<file path="src/rtl/mem_bist_pkg.sv">
// mem_bist_pkg: state encoding, burst length and test pattern shared by the memory BIST.
package mem_bist_pkg;

    typedef enum logic [2:0] {S_IDLE, S_WRITE, S_RD_REQ, S_RD_WAIT, S_DONE} state_t;

    localparam int BURST = 4;

    function automatic logic [31:0] pat(input logic [29:0] a, input logic inv, input logic [31:0] seed);
        return {a, 2'b00} ^ seed ^ {32{inv}};
    endfunction

endpackage

</file>
<file path="src/rtl/mem_bist_if.sv">
// mem_bist_if: 32-bit mem_* word bus between an initiator (master) and the SRAM controller (slave).
interface mem_bist_if;
    logic        mem_waitrequest;
    logic [31:0] mem_readdata;
    logic [1:0]  mem_readdataid;
    logic [1:0]  mem_id;
    logic [29:0] mem_address;
    logic        mem_read;
    logic        mem_write;
    logic [31:0] mem_writedata;
    logic [3:0]  mem_writedatamask;

    modport master (
        input  mem_waitrequest, mem_readdata, mem_readdataid,
        output mem_id, mem_address, mem_read, mem_write, mem_writedata, mem_writedatamask
    );

    modport slave (
        output mem_waitrequest, mem_readdata, mem_readdataid,
        input  mem_id, mem_address, mem_read, mem_write, mem_writedata, mem_writedatamask
    );
endinterface

</file>
<file path="src/rtl/mem_bist_check.sv">
// mem_bist_check: compares returned read words, keeps a saturating error count and latches the first failure.
module mem_bist_check (
    input  logic        clock,
    input  logic        rst,
    input  logic        clear,
    input  logic        valid,
    input  logic [29:0] address,
    input  logic [31:0] expected,
    input  logic [31:0] actual,
    output logic        mismatch,
    output logic [15:0] error_count,
    output logic [29:0] fail_address,
    output logic [31:0] fail_actual
);
    logic [15:0] count_q, count_d;
    logic [29:0] addr_q, addr_d;
    logic [31:0] act_q, act_d;

    assign mismatch = valid && (actual != expected);

    always_comb begin
        count_d = count_q;
        addr_d  = addr_q;
        act_d   = act_q;
        if (clear) begin
            count_d = '0;
            addr_d  = '0;
            act_d   = '0;
        end else if (mismatch) begin
            count_d = &count_q ? count_q : count_q + 16'd1;
            // a zero count means nothing has been latched since the last clear
            if (count_q == '0) begin
                addr_d = address;
                act_d  = actual;
            end
        end
    end

    always_ff @(posedge clock or negedge rst) begin
        if (!rst) begin
            count_q <= '0;
            addr_q  <= '0;
            act_q   <= '0;
        end else begin
            count_q <= count_d;
            addr_q  <= addr_d;
            act_q   <= act_d;
        end
    end

    assign error_count  = count_q;
    assign fail_address = addr_q;
    assign fail_actual  = act_q;
endmodule

</file>
<file path="src/rtl/mem_bist.sv">
// mem_bist: writes an address-derived pattern over a word range, reads it back in 4-word bursts and reports errors.
// Define MEM_BIST_INVERT_PASS_EN to add a second write/read pass with the inverted pattern.
module mem_bist
    import mem_bist_pkg::*;
#(
    parameter logic [29:0] BASE    = 30'h1000_0000,
    parameter int          WORDS   = 1024,
    parameter logic [31:0] SEED    = 32'h5a5a_a5a5,
    parameter logic [1:0]  ID      = 2'd2,
    parameter int          TIMEOUT = 255
) (
    input  logic        clock,
    input  logic        rst,
    input  logic        start,
    mem_bist_if.master  mem,
    output logic        busy,
    output logic        done,
    output logic        pass,
    output logic        timeout,
    output logic [29:0] fail_address,
    output logic [31:0] fail_actual,
    output logic [15:0] error_count
);
`ifdef MEM_BIST_INVERT_PASS_EN
    localparam bit TWO_PASS = 1'b1;
`else
    localparam bit TWO_PASS = 1'b0;
`endif

    state_t      state_q, state_d;
    logic [24:0] off_q, off_d;
    logic [1:0]  k_q, k_d;
    logic [15:0] timer_q, timer_d;
    logic        inv_q, inv_d, done_q, done_d, pass_q, pass_d, timeout_q, timeout_d;
    logic        accept, clear, rd_valid, mismatch;
    logic [29:0] addr;

    assign addr     = BASE + 30'(off_q);
    assign accept   = !mem.mem_waitrequest;
    assign clear    = start && (state_q == S_IDLE || state_q == S_DONE);
    assign rd_valid = (state_q == S_RD_WAIT) && (mem.mem_readdataid == ID);

    assign mem.mem_write         = state_q == S_WRITE;
    assign mem.mem_read          = state_q == S_RD_REQ;
    assign mem.mem_id            = mem.mem_read ? ID : 2'd0;
    assign mem.mem_address       = (mem.mem_read || mem.mem_write) ? addr : '0;
    assign mem.mem_writedata     = mem.mem_write ? pat(addr, inv_q, SEED) : '0;
    assign mem.mem_writedatamask = 4'hf;

    assign busy    = state_q == S_WRITE || state_q == S_RD_REQ || state_q == S_RD_WAIT;
    assign done    = done_q;
    assign pass    = pass_q;
    assign timeout = timeout_q;

    always_comb begin
        state_d   = state_q;
        off_d     = off_q;
        k_d       = k_q;
        timer_d   = timer_q;
        inv_d     = inv_q;
        done_d    = done_q;
        pass_d    = pass_q;
        timeout_d = timeout_q;
        if (clear) begin
            state_d   = S_WRITE;
            off_d     = '0;
            inv_d     = 1'b0;
            done_d    = 1'b0;
            pass_d    = 1'b0;
            timeout_d = 1'b0;
        end else if (state_q == S_WRITE && accept) begin
            off_d   = (off_q == 25'(WORDS - 1)) ? '0 : off_q + 25'd1;
            state_d = (off_q == 25'(WORDS - 1)) ? S_RD_REQ : S_WRITE;
        end else if (state_q == S_RD_REQ && accept) begin
            state_d = S_RD_WAIT;
            k_d     = '0;
            timer_d = '0;
        end else if (state_q == S_RD_WAIT) begin
            timer_d = timer_q + 16'd1;
            k_d     = rd_valid ? k_q + 2'd1 : k_q;
            // the final word of a burst wins over a timeout landing in the same cycle
            if (rd_valid && k_q == 2'(BURST - 1)) begin
                if (off_q != 25'(WORDS - BURST)) begin
                    off_d   = off_q + 25'(BURST);
                    state_d = S_RD_REQ;
                end else if (TWO_PASS && !inv_q) begin
                    off_d   = '0;
                    inv_d   = 1'b1;
                    state_d = S_WRITE;
                end else begin
                    state_d = S_DONE;
                    done_d  = 1'b1;
                    pass_d  = (error_count == '0) && !mismatch;
                end
            end else if (timer_q == 16'(TIMEOUT)) begin
                state_d   = S_DONE;
                done_d    = 1'b1;
                pass_d    = 1'b0;
                timeout_d = 1'b1;
            end
        end
    end

    always_ff @(posedge clock or negedge rst) begin
        if (!rst) begin
            state_q   <= S_IDLE;
            off_q     <= '0;
            k_q       <= '0;
            timer_q   <= '0;
            inv_q     <= 1'b0;
            done_q    <= 1'b0;
            pass_q    <= 1'b0;
            timeout_q <= 1'b0;
        end else begin
            state_q   <= state_d;
            off_q     <= off_d;
            k_q       <= k_d;
            timer_q   <= timer_d;
            inv_q     <= inv_d;
            done_q    <= done_d;
            pass_q    <= pass_d;
            timeout_q <= timeout_d;
        end
    end

    mem_bist_check u_check (
        .clock        (clock),
        .rst          (rst),
        .clear        (clear),
        .valid        (rd_valid),
        .address      (addr + 30'(k_q)),
        .expected     (pat(addr + 30'(k_q), inv_q, SEED)),
        .actual       (mem.mem_readdata),
        .mismatch     (mismatch),
        .error_count  (error_count),
        .fail_address (fail_address),
        .fail_actual  (fail_actual)
    );
endmodule

</file>
<file path="src/flat_wrapper.sv">
// flat-port wrapper written by rule: the top's interface ports become plain ports
module mem_bist_flat import mem_bist_pkg::*;
#(
    parameter logic [29:0] BASE    = 30'h1000_0000,
    parameter int          WORDS   = 1024,
    parameter logic [31:0] SEED    = 32'h5a5a_a5a5,
    parameter logic [1:0]  ID      = 2'd2,
    parameter int          TIMEOUT = 255
)
  (clock, rst, start, busy, done, pass, timeout, fail_address, fail_actual, error_count, mem_mem_waitrequest, mem_mem_readdata, mem_mem_readdataid, mem_mem_id, mem_mem_address, mem_mem_read, mem_mem_write, mem_mem_writedata, mem_mem_writedatamask);
  mem_bist_if mem_i ();
  input  logic clock;
  input  logic rst;
  input  logic start;
  output logic busy;
  output logic done;
  output logic pass;
  output logic timeout;
  output logic [29:0] fail_address;
  output logic [31:0] fail_actual;
  output logic [15:0] error_count;
  input wire logic [$bits(mem_i.mem_waitrequest)-1:0] mem_mem_waitrequest;
  input wire logic [$bits(mem_i.mem_readdata)-1:0] mem_mem_readdata;
  input wire logic [$bits(mem_i.mem_readdataid)-1:0] mem_mem_readdataid;
  output wire logic [$bits(mem_i.mem_id)-1:0] mem_mem_id;
  output wire logic [$bits(mem_i.mem_address)-1:0] mem_mem_address;
  output wire logic [$bits(mem_i.mem_read)-1:0] mem_mem_read;
  output wire logic [$bits(mem_i.mem_write)-1:0] mem_mem_write;
  output wire logic [$bits(mem_i.mem_writedata)-1:0] mem_mem_writedata;
  output wire logic [$bits(mem_i.mem_writedatamask)-1:0] mem_mem_writedatamask;
  assign mem_i.mem_waitrequest = mem_mem_waitrequest;
  assign mem_i.mem_readdata = mem_mem_readdata;
  assign mem_i.mem_readdataid = mem_mem_readdataid;
  assign mem_mem_id = mem_i.mem_id;
  assign mem_mem_address = mem_i.mem_address;
  assign mem_mem_read = mem_i.mem_read;
  assign mem_mem_write = mem_i.mem_write;
  assign mem_mem_writedata = mem_i.mem_writedata;
  assign mem_mem_writedatamask = mem_i.mem_writedatamask;
  mem_bist #(.BASE(BASE), .WORDS(WORDS), .SEED(SEED), .ID(ID), .TIMEOUT(TIMEOUT)) u_core (.clock(clock), .rst(rst), .start(start), .mem(mem_i), .busy(busy), .done(done), .pass(pass), .timeout(timeout), .fail_address(fail_address), .fail_actual(fail_actual), .error_count(error_count));
endmodule
</file>
<file path="config.mk">
export PLATFORM = sky130hd
export DESIGN_NAME = mem_bist_flat
export DESIGN_NICKNAME = d
export VERILOG_FILES = /design/src/rtl/mem_bist_pkg.sv /design/src/rtl/mem_bist_if.sv /design/src/rtl/mem_bist_check.sv /design/src/rtl/mem_bist.sv /design/src/flat_wrapper.sv
export SDC_FILE = /design/constraint.sdc
export NUM_CORES = 1
export LEC_CHECK = 0
export BUFFER_PORTS_ARGS = -buffer_cell sky130_fd_sc_hd__clkbuf_2
export CORE_ASPECT_RATIO = 0.9
export CORE_MARGIN = 3
export CORE_UTILIZATION = 59
export CTS_CLUSTER_DIAMETER = 80
export DETAILED_ROUTE_END_ITERATION = 12
export GPL_TIMING_DRIVEN = 0
export PLACE_DENSITY = 0.87
export SYNTH_ARGS = -nofsm -noshare
export SYNTH_HDL_FRONTEND = slang
export SYNTH_SLANG_ARGS = --single-unit
</file>
<file path="constraint.sdc">
create_clock -name clock -period 8.3 [get_ports clock]
set_input_delay 0.415 -clock clock [delete_from_list [all_inputs] [get_ports clock]]
set_output_delay 0.415 -clock clock [all_outputs]
set_load 0.03 [all_outputs]
</file>
# After elaboration in Yosys (flattened, before gate mapping)
# Cells that the tools add are included.
[totals] regBits=127 in_bits=38 output_inout_bits=152 wordCells=123
[classes] n_addsub=7 n_eq_ne=16 mux=51 n_bitwise=4 n_reduce_logical=35
[op_table] op="$mux W25" n=7
[op_table] op="$mux W32" n=4
[op_table] op="$mux W30" n=4
[op_table] op="$mux W16" n=5
[op_table] op="$add A16 B1 Y16 const B" n=2
[op_table] op="$ne A32 B32 Y1" n=1
[op_table] op="$not A16 Y16" n=2
[op_table] op="$add A29 B25 Y30 const A" n=1
[op_table] op="$add A30 B2 Y30" n=1
[op_table] op="$add A25 B1 Y25 const B" n=1
[op_table] op="$add A25 B3 Y25 const B" n=1
[op_table] op="$eq A25 B10 Y1 const B" n=1
[op_table] op="$ne A25 B10 Y1 const B" n=1
[op_table] op="$mux W3" n=7
[op_table] op="$mux W1" n=19
[op_table] op="$eq A16 B8 Y1 const B" n=1
[op_table] op="$logic_not A16 Y1" n=1
[op_table] op="$reduce_and A16 Y1" n=1
[op_table] op="$reduce_bool A2 Y1" n=6
[op_table] op="$reduce_bool A3 Y1" n=4
[op_table] op="$mux W2" n=5
[op_table] op="$reduce_and A5 Y1" n=2
[op_table] op="$ne A2 B1 Y1 const B" n=4
[op_table] op="$reduce_and A4 Y1" n=2
[op_table] op="16 further kinds" n=30

# Depth between registers and ports, before layout
[logic_depth] ltp_word=13 mapped_depth=13 mapped_depth_nobuf=10

# Hierarchy
# A second synthesis with hierarchy kept.
[hier_totals] hier_cells=850 hier_area_um2=7937.6
[modules_own_cells] mod="mem_bist" n_inst=1 cells_per_inst=501 area_each_um2=4088.9 seq_area_each_um2=1226.2
[modules_own_cells] mod="mem_bist_check" n_inst=1 cells_per_inst=349 area_each_um2=3848.7 seq_area_each_um2=1951.9

# Worst setup path before layout
# No wires, ideal clock.
[synth_timing] path_type="register -> register" startpoint="register u_core.off_q[0]" endpoint="register u_core.u_check.addr_q[28], in the netlist u_core.u_check.fail_address[28]" setup_time_ns=0.132 t_arrival_ns=3.188 required_time_ns=8.168 setup_slack_ns=4.980 stages_incl_launch_ff=14 n_path_buf=3 period_less_slack_ns=3.320 cell_sequence="dfrtp_1 > ha_1 > fa_1 > nand4_1 > or4_1 > clkbuf_1 > nor3_2 > xnor3_1 > a2111oi_2 > a41oi_1 > buf_2 > buf_2 > nor2_1 > nor2_1"
[synth_via] elab_chain_cells=7 elab_cells_between_ends=10 classes_between="2 x add/sub; 1 x eq/ne; 3 x mux; 1 x bitwise; 3 x reduce/logical"
[synth_rtl] element="start: declaration" line="mem_bist.sv:31" source="logic [24:0] off_q, off_d;"
[synth_rtl] element="start signal: assignment" line="mem_bist.sv:107" source="off_q <= '0;"
[synth_rtl] element="start signal: assignment" line="mem_bist.sv:116" source="off_q <= off_d;"
[synth_rtl] element="$add A29 B25 Y30 *" line="mem_bist.sv:38" source="assign addr = BASE + 30'(off_q);"
[synth_rtl] element="$add A30 B2 Y30 *" line="mem_bist.sv:131, mem_bist.sv:132"
[synth_rtl] element="$not A16 Y16 (no line)"
[synth_rtl] element="$ne A32 B32 Y1" line="mem_bist_check.sv:19" source="assign mismatch = valid && (actual != expected);"
[synth_rtl] element="$logic_and A1 B1 Y1" line="mem_bist_check.sv:19"
[synth_rtl] element="$reduce_bool A2 Y1 (no line)"
[synth_rtl] element="$reduce_and A2 Y1 (no line)"
[synth_rtl] element="end signal: assignment" line="mem_bist_check.sv:46" source="addr_q <= addr_d;"
[synth_rtl] element="end: declaration" line="mem_bist_check.sv:16" source="logic [29:0] addr_q, addr_d;"
# Mark *: on every way between the ends. The rest lies on a longest branch, timed or not. The select of a mux whose other input is x is not followed.
# A chain may end at the register's enable or synchronous reset.

# Worst setup path in the final report
[layout_timing] startpoint="register u_core.off_q[0]" endpoint="register u_core.u_check.addr_q[11], in the netlist u_core.u_check.fail_address[11]"
# Same word-level chain as after synthesis.

==> key figures <==
Placement
  – Placed inst area: 8790 um^2
  – DP Wirelength: 17600 um
  – Port Buffers: 173
  – RD Place Congestion: 0.963

Die
  – Die area: 14300 um^2
  – Chip width: 126 um
  – Ports: 190
  – Die Ht: 114 um
  – Initial core utilization: 61.7%
  – Placement Rows: 38
  – Core area: 12400 um^2

Clock network
  – Worst-path clk slew: 0.06 ns
  – Clock buffer count from CTS: 17
  – Post-CTS setup buffer count: 0
  – Clk sinks: 124
  – CTS tree: done
  – H-tree Lvls: 4
  – CTS root buf: clkbuf_16
  – Clk buf depth: 2
  – Post-cts hold buffer count: 1
  – Post-CTS resize count: 0
  – Skew-Pair Late Insertion Delay: 0.43 ns

Power and ir drop
  – Pwr Density: 300 nW/um^2
  – Lkg Pwr: 0.00446 uW
  – Pwr Total: 2820 uW
  – Worst-case vdd ir drop: 0.219 mV

Synthesis
  – Post-synthesis mux area share: 1.85%
  – Compound-gate portion of the synthesized area: 13.0%
  – Main area contributors after synthesis: dfrtp_1, nand2_1, nor2_1, xor2_1, o21ai_1
  – EDFF count, synth: 0
  – Synth warn: 0
  – Syn Inst Count: 923
  – Ys async rst share: 100%
  – Simple-gate portion of the synthesized area: 28.4%
  – Synth Register Bits: 124
  – Yosys top cell area share: 40.7%
  – Largest family of logic cells by synthesized area: simple AND/OR/NAND/NOR gates
  – Mean Syn Cell Area: 8.27 um^2
  – Yosys cell types: 70
  – Xor/xnor share of the synthesized area: 7.77%
  – Ys flop type: dfrtp_1
  – Register area share after synthesis: 40.7%
  – Post-synth top area cell: dfrtp_1
  – Cell Area, Synth: 7630 um^2
  – Adder-Cell Fraction of Synth Area: 1.74%

Setup path
  – Reg-to-reg slack, setup: 3.97 ns
  – Data required time of the worst path: 8.60 ns
  – Setup Crit Path Kind: flip-flop to flip-flop
  – Crit path DAT: 4.64 ns
  – CP max FO: 10
  – Kind of start point of the critical path: flip-flop
  – Setup crit end kind: flip-flop

STA
  – Worst slew margin: 44.1%
  – Post-route clock period utilization: 52.2%
  – Slew Limit Fails: 0
  – Setup TNS: 0 ns
  – Minimum clock period: 4.33 ns
  – Final setup skew: 0.0118 ns
  – RSZ-0062 raised after global routing: no
  – Final setup vio count: 0
  – Worst Tran Pin Value: 0.829 ns
  – Max frequency: 231 MHz
  – Final Hold Viols: 0

Cells and area
  – Fraction of layout cells with a size suffix above 1: 22.7%
  – Register Area: 3100 um^2
  – Finished Cell Area: 9400 um^2
  – Final core utilization: 76.1%
  – Multi-input logic area: 4100 um^2
  – Fillers: 945
  – P&R area growth vs syn: 23.2%
  – N_diodes: 0
  – Fin nets: 1179

Job
  – Max cap viols: 0

Route
  – Via density: 6.05
  – First DRT Iteration DRCs: 1083
  – Post-DRT Antenna Nets: 0
  – Detailed-route wire length: 23900 um
  – DR WL/cell: 18.4 um
  – Via count: 7887
  – First-pass DRT Iterations: 6
  – DR DRC count: 0

Global route
  – First-pass GRT wire length: 38200 um
  – Gr usage total: 33.3%
  – GRT Residual Overflow: 0
  – Antenna violations before repair: 0
  – Number of global-route vias before repair: 7242
  – Largest net degree at the start of global routing: 71

Hold path
  – HP Class: input port to flip-flop

Outcome
  – Status: complete, no violations
final timing paths:
kind                                            from                               to  cells after the start
worst max-delay path                 u_core.off_q[0]  u_core.u_check.fail_address[11]                     12
worst min-delay path            mem_mem_readdata[30]   u_core.u_check.fail_actual[30]                      3
worst max register to register       u_core.off_q[0]  u_core.u_check.fail_address[11]                     12
worst min register to register           u_core.pass                      u_core.pass                      2
max in group asynchronous                        rst  u_core.u_check.fail_address[22]                      3
min in group asynchronous                        rst               u_core.timer_q[10]                      2
critical path, cell delays in order (launching register included):
cell      delay [ns]
dfrtp_1         0.47
ha_1            0.30
fa_1            0.47
xnor2_1         0.56
xor2_1          0.19
nand4_1         0.20
a2111o_1        0.46
nor4_1          0.46
a41oi_1         0.37
buf_2           0.31
buf_2           0.22
nand2_1         0.10
o21ai_1         0.08
Yosys cell counts (5+ instances only):
cell / instances
nor3_1: 11
xor2_1: 35
and2_1: 13
dfrtp_1: 124
mux2i_1: 13
or3_1: 21
ha_1: 9
xnor2_1: 25
o21ai_1: 52
nor2b_1: 22
and3_1: 10
or4_1: 9
nand2_1: 170
nor4_1: 17
nand3_1: 26
nand4_1: 25
buf_2: 18
o31ai_1: 8
or2_2: 5
nor2_1: 86
o21ai_0: 32
a21oi_1: 32
and4_1: 7
clkbuf_1: 39
buf_4: 20
inv_1: 22
registers in the layout (all words and copies together), names as in the netlist:
| name | flops |
|---|---|
| u_core.pass | 1 |
| u_core.state_q | 3 |
| u_core.off_q | 25 |
| u_core.u_check.fail_actual | 32 |
| u_core.k_q | 2 |
| u_core.u_check.error_count | 16 |
| u_core.done | 1 |
| u_core.timeout | 1 |
| u_core.timer_q | 16 |
| u_core.u_check.fail_address | 27 |
power breakdown:
part | switching, uW | internal, uW | leakage [uW]
logic | 820 | 349 | 0.00251
clock network | 267 | 485 | 0.000302
registers | 131 | 768 | 0.00164
layout by cell type (no fill, tap or decap), types with 10 or more instances in the layout:
| cell | synthesis | final |
|---|---|---|
| nand3_1 | 26 | 26 |
| clkbuf_1 | 39 | 40 |
| nor4_1 | 17 | 17 |
| inv_1 | 22 | 22 |
| clkbuf_16 | 0 | 17 |
| nand4_1 | 25 | 25 |
| nor3_1 | 11 | 11 |
| and2_1 | 13 | 13 |
| clkbuf_2 | 0 | 172 |
| or3_1 | 21 | 21 |
| and3_1 | 10 | 10 |
| xnor2_1 | 25 | 25 |
| buf_4 | 20 | 20 |
| nor2_1 | 86 | 86 |
| o21ai_1 | 52 | 52 |
| xor2_1 | 35 | 35 |
| dfrtp_1 | 124 | 124 |
| nor2b_1 | 22 | 22 |
| buf_2 | 18 | 18 |
| a21oi_1 | 32 | 32 |
| o21ai_0 | 32 | 32 |
| nand2_1 | 170 | 170 |
| conb_1 | 2 | 16 |
| mux2i_1 | 13 | 13 |
area by class of cell:
cell class,count,area share (%)
timing repair buffer,175,9.70
multi-input combinational,710,43.6
tap,160,2.13
clock buffer,24,5.44
sequential,124,33.0
buffer,81,4.35
inverter,22,0.878
clock inverter,7,0.905
per-layer routing:
layer	vias up	track usage (%)	share of wire, %
met1	3735	48.2	42
li1	3574	-	-
met2	517	48.6	43
met5	-	0	0
met3	61	9.13	12
met4	0	11.1	2.6
through the flow:
stage | hold WS [ns] | worst slack [ns] | std cells
3_3_place_gp | 0.466 | 4.20 | 1270
6_report | 0.204 | 3.97 | 1303
4_1_cts | 0.201 | 4.06 | 1303
2_1_floorplan | 0.119 | 4.98 | 937
3_5_place_dp | 0.409 | 4.12 | 1271
5_1_grt | 0.217 | 3.66 | 1303
cell families (layout without fill, tap and decap cells):
logic type | Yosys count | after routing
and+or+nand+nor | 443 | 443
other | 2 | 16
AOI/OAI and AO/OA | 164 | 164
buffers and inverters | 103 | 309
xor gates and xnor gates | 63 | 63
muxes | 14 | 14
DFF | 124 | 124
adders and majority gates | 10 | 10
(Power assumes the default switching activity.)
